--- config.mk ---
export PLATFORM = sky130hd
export DESIGN_NAME = imm_inst_encoder_flat
export DESIGN_NICKNAME = d
export VERILOG_FILES = /design/src/rtl/imm_inst_encoder_if.sv /design/src/rtl/imm_inst_encoder.sv /design/src/flat_wrapper.sv
export SDC_FILE = /design/constraint.sdc
export NUM_CORES = 1
export LEC_CHECK = 0
export BUFFER_PORTS_ARGS = -buffer_cell sky130_fd_sc_hd__buf_2
export CORE_MARGIN = 4
export CORE_UTILIZATION = 30
export DETAILED_ROUTE_END_ITERATION = 16
export PLACE_DENSITY_LB_ADDON = 0.12
export SKIP_CTS_REPAIR_TIMING = 1
export SLEW_MARGIN = 0
export SYNTH_ARGS = -nofsm -noshare
export SYNTH_HDL_FRONTEND = slang
export SYNTH_SLANG_ARGS = --single-unit
export TNS_END_PERCENT = 1
--- constraint.sdc ---
create_clock -name i_clk -period 2.75 [get_ports i_clk]
set_clock_uncertainty 0.1 [all_clocks]
set_input_delay 0.4125 -clock i_clk [delete_from_list [all_inputs] [get_ports i_clk]]
set_output_delay 0.4125 -clock i_clk [all_outputs]
set_load 0.01 [all_outputs]
--- src/rtl/imm_inst_encoder_if.sv ---
// Request/response bundle for imm_inst_encoder: immediate-pack request channel
// in, encoded-instruction channel out, each with its own valid/ready pair.
interface imm_inst_encoder_if;
    logic        i_valid;
    logic        o_ready;
    logic [2:0]  i_immSrc;
    logic [31:0] i_inst;
    logic [31:0] i_imm;
    logic        o_valid;
    logic        i_ready;
    logic [31:0] o_inst;
    logic        o_err;

    modport master (
        output i_valid, i_immSrc, i_inst, i_imm, i_ready,
        input  o_ready, o_valid, o_inst, o_err
    );

    modport slave (
        input  i_valid, i_immSrc, i_inst, i_imm, i_ready,
        output o_ready, o_valid, o_inst, o_err
    );
endinterface

--- src/rtl/imm_inst_encoder.sv ---
// Scatters an immediate into an RV32I template with a range check, behind one
// registered valid/ready stage. Define IMM_ENC_LI_EN to split LUI into LUI+ADDI.
module imm_inst_encoder #(
    parameter logic [31:0] RESET_INST = 32'h0000_0013
) (
    input  logic                 i_clk,
    input  logic                 i_rst_n,
    imm_inst_encoder_if.slave    bus
);

    typedef enum logic [1:0] {EMPTY, FULL, PEND} stateT;

    stateT       state;
    logic [31:0] instQ;
    logic        errQ;
    logic [31:0] pendInst;

    logic [31:0] word1;
    logic [31:0] word2;
    logic        err1;
    logic        isPair;
    logic        accept;

    logic [31:0] t;
    logic [31:0] imm;
    assign t   = bus.i_inst;
    assign imm = bus.i_imm;

`ifdef IMM_ENC_LI_EN
    // Upper part rounded so that the sign-extended ADDI lands on imm.
    logic [19:0] luiHi;
    assign luiHi = imm[31:12] + {19'd0, imm[11]};
`endif

    always_comb begin
        word1  = t;
        err1   = 1'b0;
        isPair = 1'b0;
        word2  = {imm[11:0], t[11:7], 3'b000, t[11:7], 7'h13};
        case (bus.i_immSrc)
            3'b010: begin
                word1[24:20] = imm[4:0];
                err1         = |imm[31:5];
            end
            3'b011: begin
                word1[31:25] = imm[11:5];
                word1[11:7]  = imm[4:0];
                err1         = ~((&imm[31:11]) | ~(|imm[31:11]));
            end
            3'b100: begin
                word1[31:12] = imm[31:12];
                err1         = |imm[11:0];
`ifdef IMM_ENC_LI_EN
                if (t[6:0] == 7'b0110111 && (|imm[11:0])) begin
                    isPair       = 1'b1;
                    word1[31:12] = luiHi;
                    err1         = 1'b0;
                end
`endif
            end
            3'b101: begin
                word1[31]    = imm[12];
                word1[7]     = imm[11];
                word1[30:25] = imm[10:5];
                word1[11:8]  = imm[4:1];
                err1         = ~((&imm[31:12]) | ~(|imm[31:12])) | imm[0];
            end
            3'b111: begin
                word1[31]    = imm[20];
                word1[30:21] = imm[10:1];
                word1[20]    = imm[11];
                word1[19:12] = imm[19:12];
                err1         = ~((&imm[31:20]) | ~(|imm[31:20])) | imm[0];
            end
            default: begin
                word1[31:20] = imm[11:0];
                err1         = ~((&imm[31:11]) | ~(|imm[31:11]));
            end
        endcase
    end

    assign bus.o_ready = (state == EMPTY) || (state == FULL && bus.i_ready);
    assign bus.o_valid = (state != EMPTY);
    assign bus.o_inst  = instQ;
    assign bus.o_err   = errQ;
    assign accept      = bus.i_valid && bus.o_ready;

    always_ff @(posedge i_clk or negedge i_rst_n) begin
        if (!i_rst_n) begin
            // NOTE: the held second word is reset as well, so a reset mid-pair cannot leak it later.
            state    <= EMPTY;
            instQ    <= RESET_INST;
            errQ     <= 1'b0;
            pendInst <= RESET_INST;
        end else begin
            case (state)
                EMPTY, FULL: begin
                    if (accept) begin
                        instQ    <= word1;
                        errQ     <= err1;
                        pendInst <= word2;
                        state    <= isPair ? PEND : FULL;
                    end else if (state == FULL && bus.i_ready) begin
                        instQ <= RESET_INST;
                        errQ  <= 1'b0;
                        state <= EMPTY;
                    end
                end
                PEND: begin
                    if (bus.i_ready) begin
                        instQ <= pendInst;
                        errQ  <= 1'b0;
                        state <= FULL;
                    end
                end
                default: state <= EMPTY;
            endcase
        end
    end

endmodule

--- src/flat_wrapper.sv ---
// flat-port wrapper written by rule: the top's interface ports become plain ports
module imm_inst_encoder_flat 
#(
    parameter logic [31:0] RESET_INST = 32'h0000_0013
)
  (i_clk, i_rst_n, bus_i_valid, bus_i_immSrc, bus_i_inst, bus_i_imm, bus_i_ready, bus_o_ready, bus_o_valid, bus_o_inst, bus_o_err);
  imm_inst_encoder_if bus_i ();
  input  logic i_clk;
  input  logic i_rst_n;
  input wire logic [$bits(bus_i.i_valid)-1:0] bus_i_valid;
  input wire logic [$bits(bus_i.i_immSrc)-1:0] bus_i_immSrc;
  input wire logic [$bits(bus_i.i_inst)-1:0] bus_i_inst;
  input wire logic [$bits(bus_i.i_imm)-1:0] bus_i_imm;
  input wire logic [$bits(bus_i.i_ready)-1:0] bus_i_ready;
  output wire logic [$bits(bus_i.o_ready)-1:0] bus_o_ready;
  output wire logic [$bits(bus_i.o_valid)-1:0] bus_o_valid;
  output wire logic [$bits(bus_i.o_inst)-1:0] bus_o_inst;
  output wire logic [$bits(bus_i.o_err)-1:0] bus_o_err;
  assign bus_i.i_valid = bus_i_valid;
  assign bus_i.i_immSrc = bus_i_immSrc;
  assign bus_i.i_inst = bus_i_inst;
  assign bus_i.i_imm = bus_i_imm;
  assign bus_i.i_ready = bus_i_ready;
  assign bus_o_ready = bus_i.o_ready;
  assign bus_o_valid = bus_i.o_valid;
  assign bus_o_inst = bus_i.o_inst;
  assign bus_o_err = bus_i.o_err;
  imm_inst_encoder #(.RESET_INST(RESET_INST)) u_core (.i_clk(i_clk), .i_rst_n(i_rst_n), .bus(bus_i));
endmodule
==> out/results.tsv <==
metric	value	unit
status	complete, no violations	
die_area	8540	um^2
clkPwrFrac	28.4	%
syn2layout_area_growth	30.5	%
portBuffers	105	
avgSynthCellArea	9.18	um^2
layout_common_cells	buf_2, dfrtp_1, nand2_1	
fmax	522	MHz
antenna_found_initial	0	
drt_wl_total	6910	um
clk_pin_slew	0.07	ns
r2r_setup_slack	0.89	ns
clockBufferDepth	2	
final_nets	399	
gp_congestion	0.794	
startpoint_type	primary input	
min_path_type	in -> async	
path_buf_inv	1	
core_area	6870	um^2
numCtsBuffers	5	
drv_slew	0	
synth_edf_count	0	
ys_seq_area_share	40.0	%
irDropWorstVdd	0.185	mV
ff2ff_path_depth	4	
synth-seq-cells	34	
hold_violations	0	
power_density	486	nW/um^2
synth_cell_types	46	
synthesis.area	2140	um^2
finalSetupTns	0	ns
vias	2222	
max_slew_margin	48.4	%
dp_hpwl	5190	um
antenna_cells	0	
cts-root-buf	clkbuf_8	
slowest_stage	a21o_1	
tightest_slew	0.773	ns
cp.arrival	1.96	ns
ant_nets	0	
cts_tree	done	
drive_above_1_share	38.3	%
grt_pass1_wl	11200	um
rsz0062_at_grt	no	
reg2reg_to	u_core.bus.o_inst[23]	
grt_start_max_net_pins	41	
swShare	31.2	%
end_kind	register	
path_class	in -> reg	
die_h	92.4	um
initial_core_util	31.1	%
h-tree-depth	2	
crit_family	compound AO/OA/AOI/OAI gates	
die_w	92.4	um
cp_cell_sequence	buf_2 > or2_1 > a21o_1 > mux2i_1 > o21ai_0	
crit_required	2.80	ns
cts_sinks	34	
clk_latency	0.28	ns
first_iter_violations	116	
timing.rr.start	u_core.state[0]	
grt.total_usage	16.4	%
grt_pass1_vias	2228	
combinationalPowerShare	27.7	%
num_rows	30	
fin_crit	1.92	ns
max_stage_delay	0.45	ns
crit_fanout	27	
synth.net_count	304	
gr-total-overflow	0	
netSwitchingPower	0.000422	W
fin_util	40.6	%
setup_viol	0	
drc	0	
cap_viol_max_count	0	
drt-pass1-iter-count	4	
post_drt_wl_per_cell	16.3	um
p_leak	1.33	nW
finalCritPeriodShare	69.7	%
p_int	0.000933	W
mostFrequentLayoutCell	buf_2	
viasPerCell	5.23	
io_pins	106	
seq_power_share	44.0	%
syn-instance-count	233	
synthArstFlopShare	100	%
ys_warn_count	0	
ys.flop_type	dfrtp_1	
==> cell families (layout without fill, tap and decap cells) <==
kind of cell / count (synthesis) / after routing / share of synthesized area [%]
AOI/OAI and AO/OA: 81 / 81 / 26.9
and+or+nand+nor: 75 / 75 / 17.5
DFF: 34 / 34 / 40.0
buffers and inverters: 21 / 117 / 5.38
muxes: 20 / 20 / 9.48
xor gates and xnor gates: 2 / 2 / 0.819
==> cell type report <==
type / count / area, um^2
clock buffer: 8 / 90.1
fill: 736 / 4080
inverter: 3 / 11.3
multi-input combinational: 178 / 1180
sequential: 34 / 855
tap: 96 / 120
timing repair buffer: 106 / 533
==> power by group through the flow <==
stage	clock, W	combinational (W)	sequential (W)
6_report	0.000385	0.000375	0.000596
2_1_floorplan	0	0.000171	0.000636
3_3_place_gp	0	0.000378	0.000605
4_1_cts	0.000402	0.000381	0.000597
5_1_grt	0.000419	0.000418	0.000605
3_5_place_dp	0	0.000380	0.000607
==> cell usage after synthesis, types with 6 or more instances <==
library cell  number  area, um^2
nand2_1           26        97.6
a21oi_1            8        40.0
buf_2              8        40.0
dfrtp_1           31         776
o221ai_1           9        78.8
mux2i_1           18         180
o22ai_1            8        50.1
nand2b_1           9        56.3
o22a_1             7        61.3
a32o_1             6        60.1
nor2_1            17        63.8
o21ai_0           22         110
==> worst max-delay path by stage <==
| stage | slack [ns] | endpoint | depth (start not counted) | startpoint |
|---|---|---|---|---|
| 6_report | 0.83 | u_core.bus.o_inst[18] | 5 | bus_i_immSrc[0] |
| 4_1_cts | 0.84 | u_core.bus.o_inst[18] | 5 | bus_i_immSrc[0] |
| 3_5_place_dp | 0.54 | u_core.bus.o_inst[13] | 5 | bus_i_immSrc[0] |
| 3_3_place_gp | 0.59 | u_core.bus.o_inst[19] | 5 | bus_i_immSrc[0] |
| 2_1_floorplan | 1.11 | u_core.bus.o_err | 5 | bus_i_imm[19] |
| 5_1_grt | 0.70 | u_core.bus.o_inst[23] | 4 | u_core.state[0] |
==> registers in the layout (all words and copies together), names as in the netlist <==
register,cells
u_core.state,1
u_core.bus.o_err,1
u_core.bus.o_inst,32
==> per-layer routing <==
layer  routed length [um]  global-route usage (%)
met2                 3320                    26.0
met3                  414                    3.49
met5                    0                       0
met1                 3090                    22.4
met4                   90                    4.58
==> stage by stage <==
stage / cells / worst slack [ns] / area (um^2) / total power [W] / hold WS (ns)
final: 425 / 0.833 / 2790 / 0.00136 / 0.104
after global routing: 425 / 0.704 / 2790 / 0.00144 / 0.190
after CTS: 425 / 0.841 / 2790 / 0.00138 / 0.141
after detailed placement: 417 / 0.536 / 2700 / 0.000986 / 0.361
after global placement: 417 / 0.588 / 2700 / 0.000984 / 0.348
after floorplan: 233 / 1.11 / 2140 / 0.000807 / 0.0169
Note: power is estimated with default switching activity, not from simulation.
